===== src/rtl/pc_fetch_unit_if.sv =====
// Fetch-stage bus: instruction-memory read port, D-stage redirect controls
// and the F/D pipeline register outputs.
interface pc_fetch_unit_if;
    // Redirect and hazard controls from the D stage / hazard unit
    logic        stall_i;
    logic [1:0]  npc_sel_i;
    logic [15:0] branch_off_i;
    logic [25:0] jump_idx_i;
    logic [31:0] jr_target_i;
    // Instruction memory read port
    logic [31:0] instr_f_i;
    logic [31:0] pc_f_o;
    // F/D pipeline register
    logic [31:0] instr_d_o;
    logic [31:0] pc_d_o;
    logic [31:0] pc8_d_o;
    logic        adel_d_o;

    // The fetch unit itself
    modport master (
        input  stall_i,
        input  npc_sel_i,
        input  branch_off_i,
        input  jump_idx_i,
        input  jr_target_i,
        input  instr_f_i,
        output pc_f_o,
        output instr_d_o,
        output pc_d_o,
        output pc8_d_o,
        output adel_d_o
    );

    // Surrounding pipeline and instruction memory
    modport slave (
        output stall_i,
        output npc_sel_i,
        output branch_off_i,
        output jump_idx_i,
        output jr_target_i,
        output instr_f_i,
        input  pc_f_o,
        input  instr_d_o,
        input  pc_d_o,
        input  pc8_d_o,
        input  adel_d_o
    );
endinterface


===== src/rtl/pc_fetch_unit.sv =====
// Fetch stage of the P5 MIPS pipeline: holds the F-stage PC, selects the
// next PC (sequential / branch / jump / register) and owns the F/D register.
// Redirect targets are based on the D-stage PC so the delay slot always runs.
module pc_fetch_unit #(
    parameter logic [31:0] PC_RESET = 32'h0000_3000,
    parameter logic [31:0] PC_MIN   = 32'h0000_3000,
    parameter logic [31:0] PC_MAX   = 32'h0000_6ffc
) (
    input logic              clk,
    input logic              reset,
    pc_fetch_unit_if.master  bus
);

    localparam logic [1:0] SelSeq    = 2'd0;
    localparam logic [1:0] SelBranch = 2'd1;
    localparam logic [1:0] SelJump   = 2'd2;
    localparam logic [1:0] SelJr     = 2'd3;

    localparam logic [31:0] Nop = 32'h0000_0000;

    logic [31:0] pc_q;
    logic [31:0] instr_d_q, instr_d_d;
    logic [31:0] pc_d_q;
    logic [31:0] pc8_d_q;
    logic        adel_d_q;

    logic [31:0] npc;
    logic [31:0] pc_plus4;
    logic [31:0] br_off_ext;
    logic        fetch_bad;

    assign pc_plus4   = pc_q + 32'd4;
    assign br_off_ext = {{14{bus.branch_off_i[15]}}, bus.branch_off_i, 2'b00};

    // Next-PC mux; targets use the D-stage PC, not the fetch PC
    always_comb begin
        npc = pc_plus4;
        unique case (bus.npc_sel_i)
            SelSeq:    npc = pc_plus4;
            SelBranch: npc = pc_d_q + 32'd4 + br_off_ext;
            SelJump:   npc = {pc_d_q[31:28], bus.jump_idx_i, 2'b00};
            SelJr:     npc = bus.jr_target_i;
            default:   npc = pc_plus4;
        endcase
    end

    // Misaligned or outside instruction memory: squash to nop and flag AdEL
    always_comb begin
        fetch_bad = (pc_q[1:0] != 2'b00) || (pc_q < PC_MIN) || (pc_q > PC_MAX);
        instr_d_d = fetch_bad ? Nop : bus.instr_f_i;
    end

    // PC and F/D register; stall freezes both and discards the redirect
    always_ff @(posedge clk or negedge reset) begin
        if (!reset) begin
            pc_q      <= PC_RESET;
            instr_d_q <= Nop;
            pc_d_q    <= PC_RESET;
            pc8_d_q   <= PC_RESET + 32'd8;
            adel_d_q  <= 1'b0;
        end else if (!bus.stall_i) begin
            pc_q      <= npc;
            instr_d_q <= instr_d_d;
            pc_d_q    <= pc_q;
            pc8_d_q   <= pc_q + 32'd8;
            adel_d_q  <= fetch_bad;
        end
    end

    assign bus.pc_f_o    = pc_q;
    assign bus.instr_d_o = instr_d_q;
    assign bus.pc_d_o    = pc_d_q;
    assign bus.pc8_d_o   = pc8_d_q;
    assign bus.adel_d_o  = adel_d_q;

endmodule


===== src/flat_wrapper.sv =====
// flat-port wrapper written by rule: the top's interface ports become plain ports
module pc_fetch_unit_flat 
#(
    parameter logic [31:0] PC_RESET = 32'h0000_3000,
    parameter logic [31:0] PC_MIN   = 32'h0000_3000,
    parameter logic [31:0] PC_MAX   = 32'h0000_6ffc
)
  (clk, reset, bus_stall_i, bus_npc_sel_i, bus_branch_off_i, bus_jump_idx_i, bus_jr_target_i, bus_instr_f_i, bus_pc_f_o, bus_instr_d_o, bus_pc_d_o, bus_pc8_d_o, bus_adel_d_o);
  pc_fetch_unit_if bus_i ();
  input logic clk;
  input logic reset;
  input wire logic [$bits(bus_i.stall_i)-1:0] bus_stall_i;
  input wire logic [$bits(bus_i.npc_sel_i)-1:0] bus_npc_sel_i;
  input wire logic [$bits(bus_i.branch_off_i)-1:0] bus_branch_off_i;
  input wire logic [$bits(bus_i.jump_idx_i)-1:0] bus_jump_idx_i;
  input wire logic [$bits(bus_i.jr_target_i)-1:0] bus_jr_target_i;
  input wire logic [$bits(bus_i.instr_f_i)-1:0] bus_instr_f_i;
  output wire logic [$bits(bus_i.pc_f_o)-1:0] bus_pc_f_o;
  output wire logic [$bits(bus_i.instr_d_o)-1:0] bus_instr_d_o;
  output wire logic [$bits(bus_i.pc_d_o)-1:0] bus_pc_d_o;
  output wire logic [$bits(bus_i.pc8_d_o)-1:0] bus_pc8_d_o;
  output wire logic [$bits(bus_i.adel_d_o)-1:0] bus_adel_d_o;
  assign bus_i.stall_i = bus_stall_i;
  assign bus_i.npc_sel_i = bus_npc_sel_i;
  assign bus_i.branch_off_i = bus_branch_off_i;
  assign bus_i.jump_idx_i = bus_jump_idx_i;
  assign bus_i.jr_target_i = bus_jr_target_i;
  assign bus_i.instr_f_i = bus_instr_f_i;
  assign bus_pc_f_o = bus_i.pc_f_o;
  assign bus_instr_d_o = bus_i.instr_d_o;
  assign bus_pc_d_o = bus_i.pc_d_o;
  assign bus_pc8_d_o = bus_i.pc8_d_o;
  assign bus_adel_d_o = bus_i.adel_d_o;
  pc_fetch_unit #(.PC_RESET(PC_RESET), .PC_MIN(PC_MIN), .PC_MAX(PC_MAX)) u_core (.clk(clk), .reset(reset), .bus(bus_i));
endmodule

===== config.mk =====
export PLATFORM = sky130hd
export DESIGN_NAME = pc_fetch_unit_flat
export DESIGN_NICKNAME = d
export VERILOG_FILES = /design/src/rtl/pc_fetch_unit_if.sv /design/src/rtl/pc_fetch_unit.sv /design/src/flat_wrapper.sv
export SDC_FILE = /design/constraint.sdc
export NUM_CORES = 1
export LEC_CHECK = 0
export ABC_AREA = 0
export CORE_ASPECT_RATIO = 0.75
export CORE_MARGIN = 2
export CORE_UTILIZATION = 50
export CTS_BUF_LIST = sky130_fd_sc_hd__clkbuf_4 sky130_fd_sc_hd__clkbuf_8 sky130_fd_sc_hd__clkbuf_16
export CTS_CLUSTER_DIAMETER = 200
export DETAILED_ROUTE_END_ITERATION = 8
export PLACE_DENSITY = 0.92
export RECOVER_POWER = 100
export SETUP_SLACK_MARGIN = 0.5
export SLEW_MARGIN = 20
export SYNTH_ARGS = -nofsm -noshare
export SYNTH_HDL_FRONTEND = slang
export SYNTH_SLANG_ARGS = --single-unit

===== constraint.sdc =====
create_clock -name clk -period 6.9 [get_ports clk]
set_clock_uncertainty 0.1 [all_clocks]
set_input_delay 1.38 -clock clk [delete_from_list [all_inputs] [get_ports clk]]
set_output_delay 1.38 -clock clk [all_outputs]
set_load 0.005 [all_outputs]

# Word level (Yosys, flattened, before mapping)
# Index checks and enable logic that the tools add are counted.
# totals
reg_bits	129
inputBits	111
output_inout_bits	129
wordCells	20
# op_classes
n_addsub	4
n_lt_le_gt_ge	2
n_eq_ne	3
muxes	2
reduce_logical	4
# ops
op	count
$pmux 32 s4	1
$add 32x3->32 const B	2
$add 32x32->32	1
$add 32x4->32 const B	1
$gt 32x15->1 const B	1
$lt 32x14->1 const B	1
$mux 32	1
$eq 2x2->1 const B	2
$eq 2x1->1 const B	1
$logic_not 2->1	1
$logic_or 1x1->1	2
$reduce_bool 2->1	1

# Longest topological paths before layout
# Gate-level depths: netlist of run 1.
# logic_depth
word_depth	4
mapped_depth	14

# Least setup slack after synthesis of run 1
# OpenSTA, ideal clock, no wires.
# synth_timing
path_kind	in2reg
from	input bus_branch_off_i[1]
to	register u_core.pc_q[29], in the netlist u_core.bus.pc_f_o[29]
setup_ns	0.140
t_arrival_ns	3.725
required_time_ns	6.660
path_slack_ns	2.936
cell_stages	12
n_path_buf	0
cell_sequence	ha_1 > ha_1 > inv_1 > fa_1 > and2b_1 > o2111ai_1 > a21oi_2 > o32ai_1 > a22o_1 > o41ai_2 > mux2i_1 > a211oi_2
# synth_via
elab_chain_len	2
# synth_rtl
item	line	text
from (decl)	flat_wrapper.sv:14	input wire logic [$bits(bus_i.branch_off_i)-1:0] bus_branch_off_i;
$add 32x32->32	pc_fetch_unit.sv:40	SelBranch: npc = pc_d_q + 32'd4 + br_off_ext;
$pmux 32 s4	pc_fetch_unit.sv:38	unique case (bus.npc_sel_i)
to (signal assigned)	pc_fetch_unit.sv:62	pc_q <= npc;
to (decl)	pc_fetch_unit.sv:21	logic [31:0] pc_q;
# Every way passes these cells.
# A chain may end at the register's enable or synchronous reset.

# Final worst setup path of run 1
# layout_timing
from	input bus_branch_off_i[0]
to	register u_core.pc_q[29], in the netlist u_core.bus.pc_f_o[29]
# The elaborated chain is that of the path after synthesis.

==> results of run 1 <==
[routing by layer]
metal	vias to the layer above	track usage (%)	share of wire, %
li1	3678	-	-
met1	3778	43.0	42
met2	508	46.5	44
met3	72	8.34	10
met4	0	11.1	3.2
met5	-	0	0
[worst max-delay path, stage by stage]
cell and delay (ns):
dlygate4sd3_1 0.52, inv_1 0.04, ha_1 0.17, inv_1 0.07
ha_1 0.17, inv_1 0.06, fa_1 0.40, and2b_1 0.24
o2111ai_1 0.14, a21oi_1 0.26, o32ai_1 0.20, a22o_1 0.27
o41ai_1 0.52, mux2i_1 0.27, a211oi_2 0.06
[Yosys cell counts, drive strengths merged (7+ instances only)]
cell    count  share of area, %
dfrtp     119                36
a21oi      78               4.7
mux2       35               4.7
nor4       10               1.1
inv        18              0.81
nand4       9              0.86
dfstp       7               2.2
nor2       66               3.0
nor3       11              0.66
o22ai       8              0.60
nand2      94               4.2
xnor2      26               2.7
o21ai      69               4.1
a22o       34               3.6
xor2       28               2.9
ha         59               8.9
a21o       13               1.2
a31oi      11              0.83
and3       14               1.1
nand3      30               1.8
buf        28               1.7
clkbuf     36               1.7
[worst paths after layout]
check,startpoint,end,slack (ns),cells after the start
setup reg to reg,u_core.bus.pc8_d_o[2],u_core.bus.pc_f_o[29],3.38,14
max in group asynchronous,reset,u_core.bus.pc_f_o[21],2.73,2
setup / recovery,bus_branch_off_i[0],u_core.bus.pc_f_o[29],2.32,15
min in group asynchronous,reset,u_core.bus.pc_d_o[23],0.89,1
hold reg to reg,u_core.bus.pc8_d_o[24],u_core.bus.pc8_d_o[24],0.38,2
hold / removal,u_core.bus.pc8_d_o[24],u_core.bus.pc8_d_o[24],0.38,2
[state kept, by name (all words and copies together), names as in the netlist]
register              cells
u_core.bus.pc8_d_o       32
u_core.bus.adel_d_o       1
u_core.bus.pc_f_o        32
u_core.bus.instr_d_o     32
u_core.bus.pc_d_o        29
[power by group]
group	switching, mW	leakage, nW	internal (mW)	total (mW)
Combinational	0.901	3.02	0.852	1.75
Clock	0.339	0.294	0.561	0.900
Sequential	0.295	1.52	0.919	1.21
Total	1.54	4.84	2.33	3.87
[layout make-up]
type                       count  share of cell area [%]
sequential                   126                    28.0
tap                          210                    2.33
clock inverter                10                    1.01
multi-input combinational    690                    42.3
inverter                      20                   0.664
clock buffer                  22                    4.21
timing repair buffer         245                    21.5
[logic make-up after synthesis]
kind of cell | after synthesis | share of synthesized area (%)
and+or+nand+nor | 261 | 15.0
AOI/OAI and AO/OA | 268 | 20.9
DFF | 126 | 38.0
adders and majority gates | 60 | 9.10
muxes | 47 | 7.08
buffers and inverters | 84 | 4.28
xor gates and xnor gates | 54 | 5.68
==> flow_metrics.env, run 1 <==
export IMPL_overflow=0
export IMPL_max_slew_worst_pin_slew_ns=2.75
export IMPL_finalWeightedCongestion=0.938
export IMPL_netlist_instances=900
export IMPL_maxSlewHeadroom_pct=-83.2
export IMPL_area_growth_pct=35.7
export IMPL_drive_above_1_share_pct=8.81
export IMPL_die_area_sq_um=17700
export IMPL_synth_warnings=0
export IMPL_n_fill_cell=1194
export IMPL_synthesis_area_sq_um=8330
export IMPL_timing_hold_ws_ns=0.379
export IMPL_multiInputGateArea_sq_um=4780
export IMPL_antenna_cells=0
export IMPL_floorplan_rows=40
export IMPL_hold_buffers=0
export IMPL_clkLatencyLatePin_ns=0.42
export IMPL_antenna_found_initial=1
export IMPL_port_buffers=239
export IMPL_numPlacedInstances=1291
export IMPL_die_w_um=153
export IMPL_cts_root_buf="clkbuf_16"
export IMPL_power_mw=3.87
export IMPL_hpwl_um=19900
export IMPL_max_cap_viol_count=2
export IMPL_postCtsSetupBuffers=0
export IMPL_hold_path_class="flip-flop to flip-flop"
export IMPL_violations="capacitance limit, slew limit"
export IMPL_final_common_cell="dlygate4sd3_1"
export IMPL_core_sq_um=16200
export IMPL_cts_htree_levels=4
export IMPL_seq_area_sq_um=3160
export IMPL_vias=8036
export IMPL_path_clk_slew_ns=0.06
export IMPL_syn_area_per_cell_sq_um=9.25
export IMPL_peakVddDrop_uv=215
export IMPL_cts_buffers=17
export IMPL_fin_ws_ns=2.32
export IMPL_drt_pass1_iter_count=6
export IMPL_ant_nets=0
export IMPL_yosysSeqAreaShare_pct=38.0
export IMPL_cp_end_kind="flip-flop"
export IMPL_timing_fmax_ghz=0.219
export IMPL_powerDensity_nw_per_um2=342
export IMPL_final_cell_mix="131 x dlygate4sd3_1, 119 x dfrtp_1, 106 x clkdlybuf4s50_1"
export IMPL_track_usage_pct=30.8
export IMPL_outcome="finished, violations left"
export IMPL_viasPerCell=6.07
export IMPL_initialDrtViolationCount=857
export IMPL_place_ws_ns=2.11
export IMPL_setup_worst_path_start_class="primary input"
export IMPL_hold_viol_final=0
export IMPL_worstPathMaxFanout=3
export IMPL_synthesis_nets=1071
export IMPL_layout_nets=1271
export IMPL_worstSetupPathType="primary input to flip-flop"
export IMPL_cts_tree="done"
export IMPL_fin_cells=1323
export IMPL_fin_area_sq_um=11300
export IMPL_route_detailed_drc=0
export IMPL_setup_viol=0
export IMPL_async_reset_ff_share_pct=100
export IMPL_post_route_min_period_ns=4.58
export IMPL_synth_edf_count=0
export IMPL_cts_sinks=126
export IMPL_grt_pass1_vias=7753
export IMPL_tns_ns=0
export IMPL_grt_pass1_wl_um=42500
export IMPL_chipHeight_um=116
export IMPL_post_cts_resized=0
export IMPL_fin_crit_sh_pct=66.3
export IMPL_final_util_pct=69.9
export IMPL_wire_per_inst_um=20.4
export IMPL_rsz0062_at_grt="false"
export IMPL_finalMaxSlewViolations=52
export IMPL_grt_max_degree=98
export IMPL_ys_ff_latch=126
export IMPL_cellLeakagePower_nw=4.84
export IMPL_cp_arrival_ns=4.76
export IMPL_wl_um=27000
export IMPL_ioPinCount=240
export IMPL_start_util_pct=51.5
export IMPL_synth_distinct_cells=72
export IMPL_clock_path_buffers=2
export IMPL_synth_main_ff_cell="dfrtp_1"
export IMPL_dpl_cell_area_sq_um=10700
export IMPL_required_ns=7.09
Power figures use the tool's default switching activity.
==> inputs of run 2 (changes only) <==
Settings changed: CORE_UTILIZATION 50 to 49, PLACE_DENSITY 0.92 to 0.91.
Clock period 6.9 ns to 4.4 ns, I/O delays scaled along.
==> run 2 against run 1 <==
The flow still finishes with violations (capacitance limit, slew limit); first-iteration DRC count is 4.4% higher; count of clock-buffer cells in the layout is 2 lower; sequential power is 55% higher; via count is 0.41% lower; global-route usage is 0.81 points lower; combinational power is 62% higher; worst hold slack better by 0.0018 ns; design area is 1.4% higher.
==> flow_metrics.env, run 2 (synthesized netlist as in run 1, its figures left out) <==
export IMPL_outcome="finished, violations left"
export IMPL_violations="capacitance limit, slew limit"
export IMPL_hold_viol_final=0
export IMPL_cts_tree="done"
export IMPL_hold_buffers=0
export IMPL_worstPathMaxFanout=38
export IMPL_fin_area_sq_um=11500
export IMPL_area_growth_pct=37.5
export IMPL_r2r_start="u_core.bus.pc8_d_o[2]"
export IMPL_port_buffers=239
export IMPL_rsz0062_at_grt="false"
export IMPL_powerDensity_nw_per_um2=542
export IMPL_hpwl_um=20000
export IMPL_crit_start="bus_stall_i"
export IMPL_hold_path_class="flip-flop to flip-flop"
export IMPL_setup_worst_path_start_class="primary input"
export IMPL_final_cell_mix="126 x dlygate4sd3_1, 119 x dfrtp_1, 111 x clkdlybuf4s50_1"
export IMPL_crit_end="u_core.bus.pc_f_o[11]"
export IMPL_grt_pass1_vias=7624
export IMPL_timing_fmax_ghz=0.249
export IMPL_peakVddDrop_uv=304
export IMPL_drt_pass1_iter_count=5
export IMPL_finalMaxSlewViolations=147
export IMPL_start_util_pct=49.8
export IMPL_dpl_cell_area_sq_um=10800
export IMPL_layout_nets=1282
export IMPL_final_common_cell="dlygate4sd3_1"
export IMPL_maxSlewHeadroom_pct=-35.6
export IMPL_antenna_found_initial=0
export IMPL_route_detailed_drc=0
export IMPL_cp_arrival_ns=4.26
export IMPL_worstSetupPathType="primary input to flip-flop"
export IMPL_required_ns=4.65
export IMPL_max_slew_worst_pin_slew_ns=2.03
export IMPL_ant_nets=0
export IMPL_overflow=0
export IMPL_ff2ff_path_depth=14
export IMPL_clkLatencyLatePin_ns=0.43
export IMPL_core_sq_um=16700
export IMPL_finalWeightedCongestion=0.921
export IMPL_viasPerCell=5.98
export IMPL_tns_ns=0
export IMPL_min_from="u_core.bus.pc8_d_o[31]"
export IMPL_cp_end_kind="flip-flop"
export IMPL_wire_per_inst_um=20.2
export IMPL_r2r_end="u_core.bus.pc_f_o[29]"
export IMPL_grt_pass1_wl_um=42000
export IMPL_ioPinCount=240
export IMPL_clock_path_buffers=2
export IMPL_cts_htree_levels=4
export IMPL_r2r_slack_ns=1.08
export IMPL_initialDrtViolationCount=895
export IMPL_cts_sinks=126
export IMPL_cts_root_buf="clkbuf_16"
export IMPL_floorplan_rows=41
export IMPL_vias=8003
export IMPL_wl_um=27000
export IMPL_die_w_um=155
export IMPL_setup_viol=0
export IMPL_power_mw=6.21
export IMPL_die_area_sq_um=18100
export IMPL_grt_max_degree=78
export IMPL_post_route_min_period_ns=4.01
export IMPL_path_clk_slew_ns=0.06
export IMPL_chipHeight_um=117
export IMPL_track_usage_pct=30.0
export IMPL_fin_crit_sh_pct=91.1
export IMPL_antenna_cells=0
export IMPL_max_cap_viol_count=3
export IMPL_cellLeakagePower_nw=4.90
export IMPL_drive_above_1_share_pct=10.1
export IMPL_cts_buffers=17
[run 2: stage by stage]
stage	hold WS [ns]	setup WS (ns)	utilization, %	cells
2_1_floorplan	0.375	0.936	-	900
3_3_place_gp	0.367	0.248	64.9	1305
3_5_place_dp	0.378	0.222	64.9	1305
4_1_cts	0.393	0.633	68.6	1337
5_1_grt	0.406	0.286	68.5	1339
6_report	0.381	0.390	68.5	1339
[run 2: layout make-up]
cell class              count  area, sq um
clock buffers              20          467
flip-flops and latches    126         3160
clock inverters            12          159
multi-input cells         690         4820
well taps                 215          269
repair buffers            256         2500
fillers                  1272         5270
inverters                  20         75.1
[run 2: layer usage]
metal	vias to the layer above	share of wire (%)	track usage, %
met3	55	9.7	7.55
met2	448	44	46.6
met1	3775	44	41.1
li1	3725	-	-
met4	0	2.4	10.7
met5	-	0	0
[run 2: critical path, cell delays in order]
cell and delay (ns):
clkbuf_1 1.16, clkbuf_1 1.40, nor2_1 0.35, nand2_1 0.15, o221ai_1 0.13, a21oi_1 0.15
[run 2: worst min path at each step]
stage,cells past startpoint,slack [ns],endpoint
finish,2,0.38,u_core.bus.pc8_d_o[31]
global route,2,0.41,u_core.bus.pc8_d_o[31]
CTS,2,0.39,u_core.bus.pc8_d_o[25]
detailed placement,2,0.38,u_core.bus.pc8_d_o[22]
global placement,2,0.37,u_core.bus.pc8_d_o[14]
floorplan,2,0.38,u_core.bus.pc8_d_o[13]
[run 2: where the power goes]
group / switching [mW] / internal, mW / leakage [nW]
logic: 1.46 / 1.38 / 3.08
registers: 0.439 / 1.44 / 1.52
clock network: 0.548 / 0.939 / 0.303
total: 2.45 / 3.76 / 4.90
[run 2: repair_timing]
item	CTS	global route
resized for setup	0	4
setup buffers	0	2
endpoints found under the setup margin	0	2
==> inputs of run 3 (changes only) <==
Settings changed: SLEW_MARGIN 20 to 40.
==> run 3 against run 2 <==
Global-route usage increased by 0.31 points; the flow still finishes with violations (capacitance limit, slew limit); critical path type unchanged; critical path depth rose by 7; worst hold slack is essentially flat; clock power is essentially flat.
==> flow_metrics.env, run 3 (synthesized netlist as in run 1, its figures left out) <==
export IMPL_grt_pass1_wl_um=42400
export IMPL_finalWeightedCongestion=0.921
export IMPL_r2r_start="u_core.bus.pc8_d_o[2]"
export IMPL_start_util_pct=49.8
export IMPL_tns_ns=0
export IMPL_cts_sinks=126
export IMPL_cts_root_buf="clkbuf_16"
export IMPL_fin_area_sq_um=11400
export IMPL_peakVddDrop_uv=298
export IMPL_max_cap_viol_count=2
export IMPL_worstSetupPathType="primary input to flip-flop"
export IMPL_critPathMaxStageDelay_ns=0.54
export IMPL_max_slew_worst_pin_slew_ns=2.03
export IMPL_wl_um=27100
export IMPL_hold_viol_final=0
export IMPL_port_buffers=239
export IMPL_cp_arrival_ns=4.18
export IMPL_floorplan_rows=41
export IMPL_cts_buffers=17
export IMPL_powerDensity_nw_per_um2=540
export IMPL_r2r_slack_ns=0.99
export IMPL_fin_cells=1338
export IMPL_fin_crit_sh_pct=90.8
export IMPL_drt_pass1_iter_count=8
export IMPL_final_common_cell="dlygate4sd3_1"
export IMPL_grt_pass1_vias=7646
export IMPL_chipHeight_um=117
export IMPL_n_fill_cell=1285
export IMPL_cellLeakagePower_nw=4.90
export IMPL_cp_depth=13
export IMPL_die_w_um=155
export IMPL_crit_family="compound AO/OA/AOI/OAI gates"
export IMPL_setup_viol=0
export IMPL_hold_path_class="flip-flop to flip-flop"
export IMPL_finalMaxSlewViolations=108
export IMPL_clkLatencyLatePin_ns=0.43
export IMPL_rsz0062_at_grt="true"
export IMPL_final_cell_mix="126 x dlygate4sd3_1, 119 x dfrtp_1, 110 x clkdlybuf4s50_1"
export IMPL_cp_buffers_inverters=2
export IMPL_ff2ff_path_depth=14
export IMPL_post_route_min_period_ns=3.99
export IMPL_worstPathMaxFanout=3
export IMPL_antenna_cells=0
export IMPL_ioPinCount=240
export IMPL_grt_max_degree=78
export IMPL_initialDrtViolationCount=819
export IMPL_ant_nets=0
export IMPL_path_cells="dlygate4sd3_1 > ha_1 > ha_1 > inv_1 > fa_1 > and2b_1 > o2111ai_1 > a21oi_1 > o32ai_1 > a22o_1 > o41ai_2 > mux2i_1 > a211oi_2"
export IMPL_core_sq_um=16700
export IMPL_outcome="finished, violations left"
export IMPL_min_from="u_core.bus.pc8_d_o[14]"
export IMPL_path_clk_slew_ns=0.06
export IMPL_die_area_sq_um=18100
export IMPL_numPlacedInstances=1305
export IMPL_cts_htree_levels=4
export IMPL_crit_start="bus_branch_off_i[1]"
export IMPL_layout_nets=1281
export IMPL_path_common_cell="ha_1"
export IMPL_dpl_cell_area_sq_um=10900
export IMPL_wire_per_inst_um=20.2
export IMPL_required_ns=4.59
export IMPL_hpwl_um=20000
export IMPL_cts_tree="done"
export IMPL_min_path_cells=2
export IMPL_r2r_end="u_core.bus.pc_f_o[29]"
export IMPL_cp_end_kind="flip-flop"
export IMPL_worstHoldEndpoint="u_core.bus.pc8_d_o[14]"
export IMPL_violations="capacitance limit, slew limit"
export IMPL_hold_buffers=0
export IMPL_maxSlewHeadroom_pct=-35.6
export IMPL_clock_path_buffers=2
export IMPL_vias=8101
export IMPL_antenna_found_initial=0
export IMPL_critPathSlowestCell="dlygate4sd3_1"
export IMPL_track_usage_pct=30.3
export IMPL_drive_above_1_share_pct=9.62
export IMPL_timing_fmax_ghz=0.250
export IMPL_power_mw=6.17
export IMPL_area_growth_pct=37.2
export IMPL_route_detailed_drc=0
export IMPL_setup_worst_path_start_class="primary input"
export IMPL_overflow=0
export IMPL_viasPerCell=6.05
## run 3: area by class of cell
class                           count  area (sq um)  share of cell area [%]
Timing Repair Buffer              255          2500                    21.9
Inverter                           20          75.1                   0.657
Clock buffer                       18           439                    3.84
Tap cell                          215           269                    2.35
Clock inverter                     14           179                    1.57
Multi-Input combinational cell    690          4810                    42.1
Sequential cell                   126          3160                    27.7
## run 3: worst max-delay path by stage
| stage | slack [ns] | endpoint |
|---|---|---|
| finish | 0.41 | u_core.bus.pc_f_o[29] |
| global route | 0.26 | u_core.bus.pc_f_o[29] |
| CTS | 0.62 | u_core.bus.pc_f_o[29] |
| detailed placement | 0.20 | u_core.bus.pc_f_o[29] |
| global placement | 0.25 | u_core.bus.pc_f_o[29] |
| floorplan | 0.94 | u_core.bus.pc_f_o[29] |
## run 3: where the power goes
part	total, mW	internal [mW]	switching, mW	leakage (nW)
clock	1.49	0.916	0.573	0.295
combinational	2.81	1.36	1.44	3.09
sequential	1.88	1.44	0.442	1.52
## run 3: timing repair
action / 4_1_cts / 5_1_grt
setup endpoints to repair: 0 / 2
buffers inserted: 0 / 1
resized for setup: 0 / 5
## run 3: metal layers
metal | GRT usage, % | vias to the layer above | wire, um
li1 | - | 3719 | -
met1 | 42.2 | 3865 | 12100
met2 | 46.5 | 462 | 12000
met3 | 6.96 | 55 | 2410
met4 | 11.4 | 0 | 642
met5 | 0 | - | 0
## run 3: worst min-delay path: cells and delay by family (launching register included)
kind	cells	cell delay (ns)
AO/OA/AOI/OAI	1	0.06
flip-flops	1	0.34
AND/OR/NAND/NOR	1	0.05
## run 3: through the flow
step	utilization (%)	worst slack, ns	hold slack (ns)
after global placement	64.9	0.248	0.367
after CTS	68.6	0.620	0.389
final	68.3	0.406	0.381
after floorplan	-	0.936	0.375
after global routing	68.3	0.261	0.416
after detailed placement	64.9	0.197	0.373
